[config.mk]
export PLATFORM = sky130hd
export DESIGN_NAME = rv_divide_ctrl
export DESIGN_NICKNAME = d
export VERILOG_FILES = /design/src/rtl/rv_divide_ctrl_pkg.sv /design/src/rtl/rv_divide_opcache.sv /design/src/rtl/rv_divide_ctrl.sv
export SDC_FILE = /design/constraint.sdc
export NUM_CORES = 1
export LEC_CHECK = 0
export CAP_MARGIN = 10
export CORE_MARGIN = 4
export CORE_UTILIZATION = 30
export CTS_CLUSTER_DIAMETER = 200
export DETAILED_ROUTE_END_ITERATION = 16
export HOLD_SLACK_MARGIN = 0.1
export SKIP_CTS_REPAIR_TIMING = 1
export SLEW_MARGIN = 20
export SYNTH_ARGS = -nofsm -noshare
export SYNTH_HDL_FRONTEND = slang
export SYNTH_SLANG_ARGS = --single-unit
export TNS_END_PERCENT = 20
[constraint.sdc]
create_clock -name clk_i -period 24 [get_ports clk_i]
set_input_delay 2.4 -clock clk_i [delete_from_list [all_inputs] [get_ports clk_i]]
set_output_delay 2.4 -clock clk_i [all_outputs]
set_load 0.02 [all_outputs]
[src/rtl/rv_divide_ctrl_pkg.sv]
// Shared definitions for the divide controller: funct3 codes, FSM encoding,
// divide constants and the RISC-V special-case resolver.
package rv_divide_ctrl_pkg;

  localparam int unsigned DIVC_XLEN = 32;

  localparam logic [2:0] FUNC_DIV  = 3'b100;
  localparam logic [2:0] FUNC_DIVU = 3'b101;
  localparam logic [2:0] FUNC_REM  = 3'b110;
  localparam logic [2:0] FUNC_REMU = 3'b111;

  localparam logic [DIVC_XLEN-1:0] DIVC_INT_MIN   = 32'h8000_0000;
  localparam logic [DIVC_XLEN-1:0] DIVC_ALL_ONES  = 32'hFFFF_FFFF;

  typedef enum logic [2:0] {
    DIVC_IDLE   = 3'd0,
    DIVC_FAST   = 3'd1,
    DIVC_START  = 3'd2,
    DIVC_WAIT   = 3'd3,
    DIVC_RESULT = 3'd4
  } divc_state_e;

  typedef struct packed {
    logic                 hit;
    logic [DIVC_XLEN-1:0] quot;
    logic [DIVC_XLEN-1:0] rem;
  } divc_pair_t;

  // Divide-by-zero takes priority over signed overflow.
  function automatic divc_pair_t divc_special(input logic [DIVC_XLEN-1:0] rs1,
                                              input logic [DIVC_XLEN-1:0] rs2,
                                              input logic                 sgn);
    divc_pair_t res;
    if (rs2 == 32'd0) begin
      res.hit  = 1'b1;
      res.quot = DIVC_ALL_ONES;
      res.rem  = rs1;
    end else if (sgn && (rs1 == DIVC_INT_MIN) && (rs2 == DIVC_ALL_ONES)) begin
      res.hit  = 1'b1;
      res.quot = DIVC_INT_MIN;
      res.rem  = 32'd0;
    end else begin
      res.hit  = 1'b0;
      res.quot = 32'd0;
      res.rem  = 32'd0;
    end
    return res;
  endfunction

endpackage

[src/rtl/rv_divide_opcache.sv]
// Single-entry cache of the last core quotient/remainder pair, tagged by
// operands and signedness.
module rv_divide_opcache
  import rv_divide_ctrl_pkg::*;
(
  input  logic                 clk_i,
  input  logic                 rst_i,
  input  logic [DIVC_XLEN-1:0] lk_rs1_i,
  input  logic [DIVC_XLEN-1:0] lk_rs2_i,
  input  logic                 lk_signed_i,
  output logic                 hit_o,
  output logic [DIVC_XLEN-1:0] quot_o,
  output logic [DIVC_XLEN-1:0] rem_o,
  input  logic                 wr_i,
  input  logic [DIVC_XLEN-1:0] wr_rs1_i,
  input  logic [DIVC_XLEN-1:0] wr_rs2_i,
  input  logic                 wr_signed_i,
  input  logic [DIVC_XLEN-1:0] wr_quot_i,
  input  logic [DIVC_XLEN-1:0] wr_rem_i,
  input  logic                 inval_i
);

  logic                 valid_q, valid_d;
  logic                 signed_q, signed_d;
  logic [DIVC_XLEN-1:0] rs1_q, rs1_d, rs2_q, rs2_d, quot_q, quot_d, rem_q, rem_d;

  assign hit_o  = valid_q && (rs1_q == lk_rs1_i) && (rs2_q == lk_rs2_i) &&
                  (signed_q == lk_signed_i);
  assign quot_o = quot_q;
  assign rem_o  = rem_q;

  // Entry update: invalidate beats a write.
  always_comb begin
    valid_d  = valid_q;
    signed_d = signed_q;
    rs1_d    = rs1_q;
    rs2_d    = rs2_q;
    quot_d   = quot_q;
    rem_d    = rem_q;
    if (inval_i) begin
      valid_d = 1'b0;
    end else if (wr_i) begin
      valid_d  = 1'b1;
      signed_d = wr_signed_i;
      rs1_d    = wr_rs1_i;
      rs2_d    = wr_rs2_i;
      quot_d   = wr_quot_i;
      rem_d    = wr_rem_i;
    end else begin
      valid_d = valid_q;
    end
  end

  // Entry registers.
  always_ff @(posedge clk_i or posedge rst_i) begin
    if (rst_i) begin
      valid_q  <= 1'b0;
      signed_q <= 1'b0;
      rs1_q    <= 32'd0;
      rs2_q    <= 32'd0;
      quot_q   <= 32'd0;
      rem_q    <= 32'd0;
    end else begin
      valid_q  <= valid_d;
      signed_q <= signed_d;
      rs1_q    <= rs1_d;
      rs2_q    <= rs2_d;
      quot_q   <= quot_d;
      rem_q    <= rem_d;
    end
  end

endmodule

[src/rtl/rv_divide_ctrl.sv]
// Execute-stage divide controller: resolves special cases and cache hits
// locally, otherwise sequences the shared iterative divider core.
module rv_divide_ctrl
  import rv_divide_ctrl_pkg::*;
#(
  parameter bit G_CACHE_EN     = 1'b1,
  parameter bit G_FAST_SPECIAL = 1'b1
) (
  input  logic                 clk_i,
  input  logic                 rst_i,
  input  logic                 x_stall_i,
  input  logic                 x_kill_i,
  output logic                 x_stall_req_o,
  input  logic                 d_valid_i,
  input  logic                 d_is_divide_i,
  input  logic [2:0]           d_fun_i,
  input  logic [DIVC_XLEN-1:0] d_rs1_i,
  input  logic [DIVC_XLEN-1:0] d_rs2_i,
  output logic [DIVC_XLEN-1:0] x_rd_o,
  output logic                 x_rd_valid_o,
  output logic                 div_start_o,
  output logic                 div_signed_o,
  output logic [DIVC_XLEN-1:0] div_rs1_o,
  output logic [DIVC_XLEN-1:0] div_rs2_o,
  output logic                 div_abort_o,
  input  logic                 div_done_i,
  input  logic [DIVC_XLEN-1:0] div_quot_i,
  input  logic [DIVC_XLEN-1:0] div_rem_i
);

  divc_state_e          state_q, state_d;
  logic [DIVC_XLEN-1:0] rs1_q, rs1_d, rs2_q, rs2_d;
  logic [DIVC_XLEN-1:0] fast_val_q, fast_val_d, x_rd_q, x_rd_d;
  logic                 signed_q, signed_d, want_rem_q, want_rem_d, rd_valid_q, rd_valid_d;

  logic                 accept_s, in_signed_s, in_want_rem_s, use_special_s, fast_s;
  logic                 kill_core_s, core_done_s, cache_hit_s;
  logic [DIVC_XLEN-1:0] cache_quot_s, cache_rem_s;
  divc_pair_t           special_s;

  assign accept_s      = (state_q == DIVC_IDLE) && !x_stall_i && !x_kill_i &&
                         d_valid_i && d_is_divide_i;
  assign in_signed_s   = (d_fun_i == FUNC_DIV) || (d_fun_i == FUNC_REM);
  assign in_want_rem_s = (d_fun_i == FUNC_REM) || (d_fun_i == FUNC_REMU);
  assign special_s     = divc_special(d_rs1_i, d_rs2_i, in_signed_s);
  assign use_special_s = G_FAST_SPECIAL && special_s.hit;
  assign fast_s        = use_special_s || cache_hit_s;
  assign kill_core_s   = x_kill_i && ((state_q == DIVC_START) || (state_q == DIVC_WAIT));
  assign core_done_s   = (state_q == DIVC_WAIT) && div_done_i && !x_kill_i;

  generate
    if (G_CACHE_EN) begin : g_cache
      rv_divide_opcache u_opcache (
        .clk_i       (clk_i),
        .rst_i       (rst_i),
        .lk_rs1_i    (d_rs1_i),
        .lk_rs2_i    (d_rs2_i),
        .lk_signed_i (in_signed_s),
        .hit_o       (cache_hit_s),
        .quot_o      (cache_quot_s),
        .rem_o       (cache_rem_s),
        .wr_i        (core_done_s),
        .wr_rs1_i    (rs1_q),
        .wr_rs2_i    (rs2_q),
        .wr_signed_i (signed_q),
        .wr_quot_i   (div_quot_i),
        .wr_rem_i    (div_rem_i),
        .inval_i     (kill_core_s)
      );
    end else begin : g_no_cache
      assign cache_hit_s  = 1'b0;
      assign cache_quot_s = 32'd0;
      assign cache_rem_s  = 32'd0;
    end
  endgenerate

  assign x_stall_req_o = accept_s || ((state_q != DIVC_IDLE) && (state_q != DIVC_RESULT));
  assign div_start_o   = (state_q == DIVC_START) && !x_kill_i;
  assign div_abort_o   = kill_core_s;
  assign div_signed_o  = signed_q;
  assign div_rs1_o     = rs1_q;
  assign div_rs2_o     = rs2_q;
  assign x_rd_o        = x_rd_q;
  assign x_rd_valid_o  = rd_valid_q;

  // Next-state and result selection.
  always_comb begin
    state_d    = state_q;
    rs1_d      = rs1_q;
    rs2_d      = rs2_q;
    signed_d   = signed_q;
    want_rem_d = want_rem_q;
    fast_val_d = fast_val_q;
    x_rd_d     = x_rd_q;
    rd_valid_d = 1'b0;
    case (state_q)
      DIVC_IDLE: begin
        if (accept_s) begin
          rs1_d      = d_rs1_i;
          rs2_d      = d_rs2_i;
          signed_d   = in_signed_s;
          want_rem_d = in_want_rem_s;
          if (use_special_s) begin
            fast_val_d = in_want_rem_s ? special_s.rem : special_s.quot;
          end else begin
            fast_val_d = in_want_rem_s ? cache_rem_s : cache_quot_s;
          end
          state_d = fast_s ? DIVC_FAST : DIVC_START;
        end else begin
          state_d = DIVC_IDLE;
        end
      end
      DIVC_FAST: begin
        x_rd_d     = fast_val_q;
        rd_valid_d = 1'b1;
        state_d    = DIVC_RESULT;
      end
      DIVC_START: begin
        state_d = x_kill_i ? DIVC_IDLE : DIVC_WAIT;
      end
      DIVC_WAIT: begin
        if (x_kill_i) begin
          state_d = DIVC_IDLE;
        end else if (div_done_i) begin
          x_rd_d     = want_rem_q ? div_rem_i : div_quot_i;
          rd_valid_d = 1'b1;
          state_d    = DIVC_RESULT;
        end else begin
          state_d = DIVC_WAIT;
        end
      end
      DIVC_RESULT: state_d = DIVC_IDLE;
      default:     state_d = DIVC_IDLE;
    endcase
  end

  // State, latched operands and registered result.
  always_ff @(posedge clk_i or posedge rst_i) begin
    if (rst_i) begin
      state_q    <= DIVC_IDLE;
      rs1_q      <= 32'd0;
      rs2_q      <= 32'd0;
      signed_q   <= 1'b0;
      want_rem_q <= 1'b0;
      fast_val_q <= 32'd0;
      x_rd_q     <= 32'd0;
      rd_valid_q <= 1'b0;
    end else begin
      state_q    <= state_d;
      rs1_q      <= rs1_d;
      rs2_q      <= rs2_d;
      signed_q   <= signed_d;
      want_rem_q <= want_rem_d;
      fast_val_q <= fast_val_d;
      x_rd_q     <= x_rd_d;
      rd_valid_q <= rd_valid_d;
    end
  end

endmodule

==> impl_metrics.env, run 1 <==
export IMPL_yosys_warnings=0
export IMPL_routed_wl_um=40230
export IMPL_io_pins=239
export IMPL_status="finished, final reports clean"
export IMPL_overflow=0
export IMPL_h_tree_depth=1
export IMPL_antenna_found_initial=1
export IMPL_cts_buffers=30
export IMPL_hold_path_depth=1
export IMPL_cts_clk_slew_worst_paths_ns=0.06
export IMPL_r2r_slack_ns=20.25
export IMPL_p_int_uw=958.3
export IMPL_final_area_sq_um=16010
export IMPL_layout_drive_gt1_share=0.1439
export IMPL_grt_pass1_wl_um=61670
export IMPL_dp_cells=1846
export IMPL_drc=0
export IMPL_antennaDiodeCount=0
export IMPL_grt_setup_unrepaired="false"
export IMPL_setup_viol=0
export IMPL_vias=9357
export IMPL_hold_viol=0
export IMPL_yosys_cell_types_count=45
export IMPL_stdcell_count=1901
export IMPL_layout_commonest_cell="dfrtp_1"
export IMPL_cts_tree="done"
export IMPL_fin_hold_ws_ns=0.4890
export IMPL_clk_path_buf_depth=3
export IMPL_num_rows=73
export IMPL_cp_required_ns=21.60
export IMPL_regArea_sq_um=6610
export IMPL_arrival_ns=4.46
export IMPL_grt_usage=0.1797
export IMPL_dieArea_sq_um=43780
export IMPL_ys_ff_latch=264
export IMPL_maxClockFrequency_ghz=0.1458
export IMPL_tightestPinTransition_ns=1.141
export IMPL_max_slew_margin_rel=0.2288
export IMPL_p_leak_uw=0.007179
export IMPL_crit_type="input pin to output port"
export IMPL_clock_sinks=264
export IMPL_hold_path_end="x_rd_o[5]$_DFFE_PP0P_"
export IMPL_grt_pass1_vias=9755
export IMPL_drtAntennaViolNets=0
export IMPL_cp_slowest_cell="clkdlybuf4s50_1"
export IMPL_first_iter_violations=502
export IMPL_maxCapViolCount=0
export IMPL_critical_path_cell_count=5
export IMPL_core_sq_um=39910
export IMPL_p_sw_uw=411.0
export IMPL_setup_tns_ns=0
export IMPL_fillers=3874
export IMPL_r2r_cells=8
export IMPL_path_cells="clkdlybuf4s50_1 > nor4b_1 > nand3_2 > nand2_1 > clkdlybuf4s50_1"
export IMPL_gp_congestion=0.7903
export IMPL_die_height_um=209.2
export IMPL_combPwrFrac=0.238
export IMPL_synthesis_nets=1275
export IMPL_dr_pass1_iters=5
export IMPL_portBuffers=238
export IMPL_layout_cells_most_common_list="dfrtp_1, nand2_1, clkdlybuf4s50_1"
export IMPL_worst_path_buf_inv=2
export IMPL_clockRootBuffer="clkbuf_16"
export IMPL_finalMaxSlewViolations=0
export IMPL_via_per_inst=4.922
export IMPL_swShare=0.3002
export IMPL_crit_path_max_incr_delay_ns=0.67
export IMPL_clockPowerShare=0.339
export IMPL_ir_worst_vdd_v=0.00005288
export IMPL_powerDensity_nw_per_um2=85.53
export IMPL_avgSynthCellArea_sq_um=10.68
export IMPL_cp_common_cell="clkdlybuf4s50_1"
export IMPL_hp_start="x_rd_o[5]$_DFFE_PP0P_"
export IMPL_critPathTopFamily="buffers and inverters"
export IMPL_pwr_share_seq=0.423
export IMPL_insertion_delay_ns=0.56
export IMPL_place_area_sq_um=15000
export IMPL_fp_dieW_um=209.2
export IMPL_rr_endpoint="g_cache.u_opcache.rs1_q[20]$_DFFE_PP0P_"
export IMPL_post_route_period_util=0.2859
export IMPL_period_needed_ns=6.861
export IMPL_multi_input_area_sq_um=5089
export IMPL_reg2reg_from="state_q[1]$_DFF_PP0_"
export IMPL_start_util=0.3043
export IMPL_hold_class="flop to flop"
export IMPL_cp_end_kind="output port"
export IMPL_start_kind="input pin"
export IMPL_synthToLayoutAreaGrowth_pct=31.78
export IMPL_finClkSkew_ns=0.007673
export IMPL_synthCells=1137
export IMPL_yosysSeqAreaShare=0.5438
export IMPL_dp_hpwl_um=28070
export IMPL_synth_area_sq_um=12150
export IMPL_wl_per_cell_um=21.16
export IMPL_critPathMaxFanout=7
export IMPL_grt_start_max_net_pins=123
export IMPL_nNetsFinal=1491
==> cell type report <==
class	instances	share of cell area
clock buffers	43	0.05565
well taps	525	0.04103
flip-flops and latches	264	0.4129
inverters	45	0.01102
repair buffers	250	0.1544
clock inverters	12	0.007112
multi-input cells	762	0.3179
==> cells by family after synthesis <==
family                    after synthesis  synth area share
AOI/OAI and AO/OA                     192            0.1071
and+or+nand+nor                       358            0.1274
xor gates and xnor gates               53           0.03821
buffers and inverters                 111           0.03955
muxes                                 159            0.1439
DFF                                   264            0.5438
==> through the flow <==
step                      worst slack, ns  power, uW  utilization
after floorplan                     14.33      732.9            -
after global placement              17.14      910.1       0.3758
after detailed placement            17.13      916.4       0.3758
after CTS                           17.13       1387       0.4010
after global routing                16.92       1436       0.4011
final                               17.14       1369       0.4011
==> flip-flops by register name, summed over array words and instances (netlist names) <==
name and count:
g_cache.u_opcache.rs2_q 32, g_cache.u_opcache.quot_o 32, div_rs2_o 32, x_rd_valid_o 1, div_signed_o 1, g_cache.u_opcache.rs1_q 32, g_cache.u_opcache.signed_q 1, div_rs1_o 32
g_cache.u_opcache.rem_o 32, x_rd_o 32, state_q 3, g_cache.u_opcache.valid_q 1, fast_val_q 32, want_rem_q 1
==> routing by layer <==
| layer | vias to the layer above | share of wire | track usage |
|---|---|---|---|
| met5 | - | 0.00032 | 0 |
| met4 | 2 | 0.027 | 0.04950 |
| met3 | 65 | 0.073 | 0.04384 |
| met2 | 303 | 0.45 | 0.2773 |
| met1 | 4633 | 0.45 | 0.2533 |
| li1 | 4354 | - | - |
==> cells in the mapped netlist (all sizes together) <==
cell type / number / area, sq um
a2111o: 1 / 11.26
a21bo: 1 / 10.01
nand4: 15 / 93.84
xnor2: 14 / 122.6
and3: 1 / 6.260
a22o: 2 / 17.52
and4: 1 / 8.760
and2b: 2 / 15.01
a2111oi: 3 / 26.28
o21ai: 46 / 230.2
o221ai: 32 / 280.3
mux2: 125 / 1408
o2111ai: 1 / 8.760
nor2b: 3 / 18.77
nand2: 256 / 960.9
and2: 2 / 12.51
nand3: 2 / 10.01
a21oi: 34 / 170.2
o21a: 32 / 240.2
xor2: 39 / 341.6
and4b: 1 / 10.01
inv: 45 / 168.9
nand2b: 4 / 25.02
a21o: 31 / 234.0
nand3b: 1 / 7.510
nor4: 25 / 162.6
nor2: 36 / 142.6
a31o: 2 / 26.28
mux2i: 34 / 340.3
nor3: 2 / 10.01
nor4b: 6 / 52.55
buf: 32 / 183.9
clkbuf: 34 / 127.6
dfrtp: 264 / 6606
o22ai: 6 / 37.54
or4: 1 / 11.26
a211o: 1 / 8.760
==> power by group through the flow <==
stage | combinational (uW) | clock, uW | sequential [uW]
after global placement | 325 | 0 | 585
after detailed placement | 329 | 0 | 587
final | 325 | 465 | 579
after CTS | 331 | 477 | 580
after floorplan | 105 | 0 | 628
after global routing | 350 | 496 | 590
==> how the worst max path moves through the flow <==
| stage | from | end |
|---|---|---|
| floorplan | rst_i | div_rs1_o[0]$_DFFE_PP0P_ |
| global route | x_kill_i | x_stall_req_o |
| finish | x_kill_i | x_stall_req_o |
| CTS | x_kill_i | x_stall_req_o |
| global placement | x_kill_i | x_stall_req_o |
| detailed placement | x_kill_i | x_stall_req_o |
No activity file was read; power rests on OpenSTA's default activity.
==> run 2, diff against run 1 <==
==> constraint.sdc (replaced) <==
create_clock -name clk_i -period 7.1 [get_ports clk_i]
set_input_delay 0.71 -clock clk_i [delete_from_list [all_inputs] [get_ports clk_i]]
set_output_delay 0.71 -clock clk_i [all_outputs]
set_load 0.02 [all_outputs]
==> run 2 against run 1 <==
Effect of this change:
- critical path depth is the same
- clock-buffer cell count is 4 lower
- utilization up 0.30 points
- routed wire length is 0.63% higher
- sequential power rose to 3.4 times the previous value
- clock skew grew 0.0074 ns
- combinational power rose to 3.4 times the previous value
- setup slack got worse by 14 ns
- first-iteration DRC count is 13% higher
- worst hold slack worse by 0.0023 ns
- sequential share of layout area is 0.32 points lower
- cell count is essentially flat
- critical endpoint unchanged
- largest cell class unchanged
==> impl_metrics.env, run 2 (same netlist as run 1, synthesis figures left out) <==
export IMPL_status="finished, final reports clean"
export IMPL_post_route_period_util=0.5088
export IMPL_h_tree_depth=1
export IMPL_grt_setup_unrepaired="false"
export IMPL_hold_class="flop to flop"
export IMPL_grt_pass1_wl_um=61310
export IMPL_place_area_sq_um=15020
export IMPL_finalMaxSlewViolations=0
export IMPL_setup_viol=0
export IMPL_maxClockFrequency_ghz=0.2768
export IMPL_maxCapViolCount=0
export IMPL_antenna_found_initial=1
export IMPL_dieArea_sq_um=43780
export IMPL_num_rows=73
export IMPL_io_pins=239
export IMPL_max_slew_margin_rel=0.2421
export IMPL_hold_viol=0
export IMPL_stdcell_count=1902
export IMPL_postLayoutCoreUtil=0.4041
export IMPL_overflow=0
export IMPL_cp_end_kind="output port"
export IMPL_grt_pass1_vias=9592
export IMPL_layout_commonest_cell="dfrtp_1"
export IMPL_fp_dieW_um=209.2
export IMPL_combPwrFrac=0.231
export IMPL_clockPowerShare=0.362
export IMPL_vias=9339
export IMPL_crit_path_max_incr_delay_ns=0.67
export IMPL_dr_pass1_iters=5
export IMPL_cts_tree="done"
export IMPL_drtAntennaViolNets=0
export IMPL_cp_required_ns=6.39
export IMPL_fin_hold_ws_ns=0.4868
export IMPL_setup_tns_ns=0
export IMPL_period_needed_ns=3.612
export IMPL_fillers=3860
export IMPL_critPathTopFamily="buffers and inverters"
export IMPL_layout_cells_most_common_list="dfrtp_1, nand2_1, clkdlybuf4s50_1"
export IMPL_cts_buffers=30
export IMPL_first_iter_violations=568
export IMPL_p_sw_uw=1407
export IMPL_insertion_delay_ns=0.56
export IMPL_grt_usage=0.1790
export IMPL_clock_sinks=264
export IMPL_arrival_ns=2.90
export IMPL_start_kind="input pin"
export IMPL_clockRootBuffer="clkbuf_16"
export IMPL_path_cells="clkdlybuf4s50_1 > nor4b_1 > nand3_2 > nand2_1 > clkdlybuf4s50_1"
export IMPL_nNetsFinal=1491
export IMPL_swShare=0.2932
export IMPL_cp_slowest_cell="clkdlybuf4s50_1"
export IMPL_via_per_inst=4.910
export IMPL_tightestPinTransition_ns=1.137
export IMPL_dp_hpwl_um=28650
export IMPL_crit_type="input pin to output port"
export IMPL_layout_drive_gt1_share=0.1452
export IMPL_dp_cells=1846
export IMPL_powerDensity_nw_per_um2=297.5
export IMPL_antennaDiodeCount=0
export IMPL_pwr_share_seq=0.407
export IMPL_critPathMaxFanout=7
export IMPL_p_int_uw=3392
export IMPL_ir_worst_vdd_v=0.0001580
export IMPL_final_area_sq_um=16130
export IMPL_gp_congestion=0.7761
export IMPL_finClkSkew_ns=0.01510
export IMPL_routed_wl_um=40490
export IMPL_drc=0
export IMPL_cp_common_cell="clkdlybuf4s50_1"
export IMPL_p_leak_uw=0.007228
export IMPL_die_height_um=209.2
export IMPL_start_util=0.3043
export IMPL_grt_start_max_net_pins=131
export IMPL_worst_path_buf_inv=2
export IMPL_synthToLayoutAreaGrowth_pct=32.76
export IMPL_core_sq_um=39910
export IMPL_wl_per_cell_um=21.29
export IMPL_portBuffers=238
export IMPL_cts_clk_slew_worst_paths_ns=0.06
export IMPL_clk_path_buf_depth=3
[run 2: cell types whose count changed in the layout (fill, tap and decap cells not counted)]
cell / previous run / this run
buf_12: 0 / 1
buf_4: 12 / 11
bufinv_16: 2 / 7
clkbuf_1: 5 / 4
clkbuf_8: 7 / 4
clkinvlp_4: 0 / 1
dfrtp_2: 0 / 1
dfrtp_4: 1 / 0
inv_8: 1 / 0
o21ai_2: 1 / 0
o21ai_4: 0 / 1
[run 2: cell type report]
type	instances	area, sq um	area share
Inverter	45	172.7	0.01071
Timing Repair Buffer	250	2485	0.1541
Sequential cell	264	6608	0.4097
Clock buffer	39	845.8	0.05244
Tap cell	525	656.9	0.04073
Multi-Input combinational cell	762	5096	0.3160
Clock inverter	17	264.0	0.01637
[run 2: path summary, 6_finish.rpt]
check	start	to	slack [ns]	cells past startpoint
setup / recovery	x_kill_i	x_stall_req_o	3.49	5
hold / removal	x_rd_o[6]$_DFFE_PP0P_	x_rd_o[6]$_DFFE_PP0P_	0.49	1
setup reg to reg	state_q[1]$_DFF_PP0_	g_cache.u_opcache.rs1_q[4]$_DFFE_PP0P_	3.90	7
hold reg to reg	x_rd_o[6]$_DFFE_PP0P_	x_rd_o[6]$_DFFE_PP0P_	0.49	1
max in group asynchronous	rst_i	div_rs1_o[3]$_DFFE_PP0P_	5.27	3
min in group asynchronous	rst_i	g_cache.u_opcache.rs2_q[0]$_DFFE_PP0P_	0.53	2
[run 2: through the flow]
| step | worst slack, ns | power (uW) |
|---|---|---|
| global route | 3.381 | 5023 |
| global placement | 3.268 | 3084 |
| CTS | 3.515 | 4862 |
| floorplan | 2.906 | 2478 |
| detailed placement | 3.100 | 3103 |
| finish | 3.488 | 4799 |
[run 2: routing by layer]
metal	GRT usage	vias to the layer above	routed length (um)
li1	-	4362	-
met1	0.2604	4626	18810
met4	0.04343	2	1080
met5	0	-	11
met3	0.03723	59	2473
met2	0.2744	290	18110
[run 2: worst register-to-register path, delay by kind of cell (launching register included)]
kind                   cells  cell delay [ns]
buffers and inverters      3             1.52
DFF                        1             0.34
muxes                      1             0.49
and+or+nand+nor            3             0.73
[run 2: power by group through the flow]
stage / combinational, uW / sequential, uW / clock [uW]
after floorplan: 354 / 2120 / 0
after global placement: 1110 / 1970 / 0
after detailed placement: 1120 / 1980 / 0
after CTS: 1130 / 1960 / 1780
after global routing: 1190 / 1990 / 1840
final: 1110 / 1950 / 1740
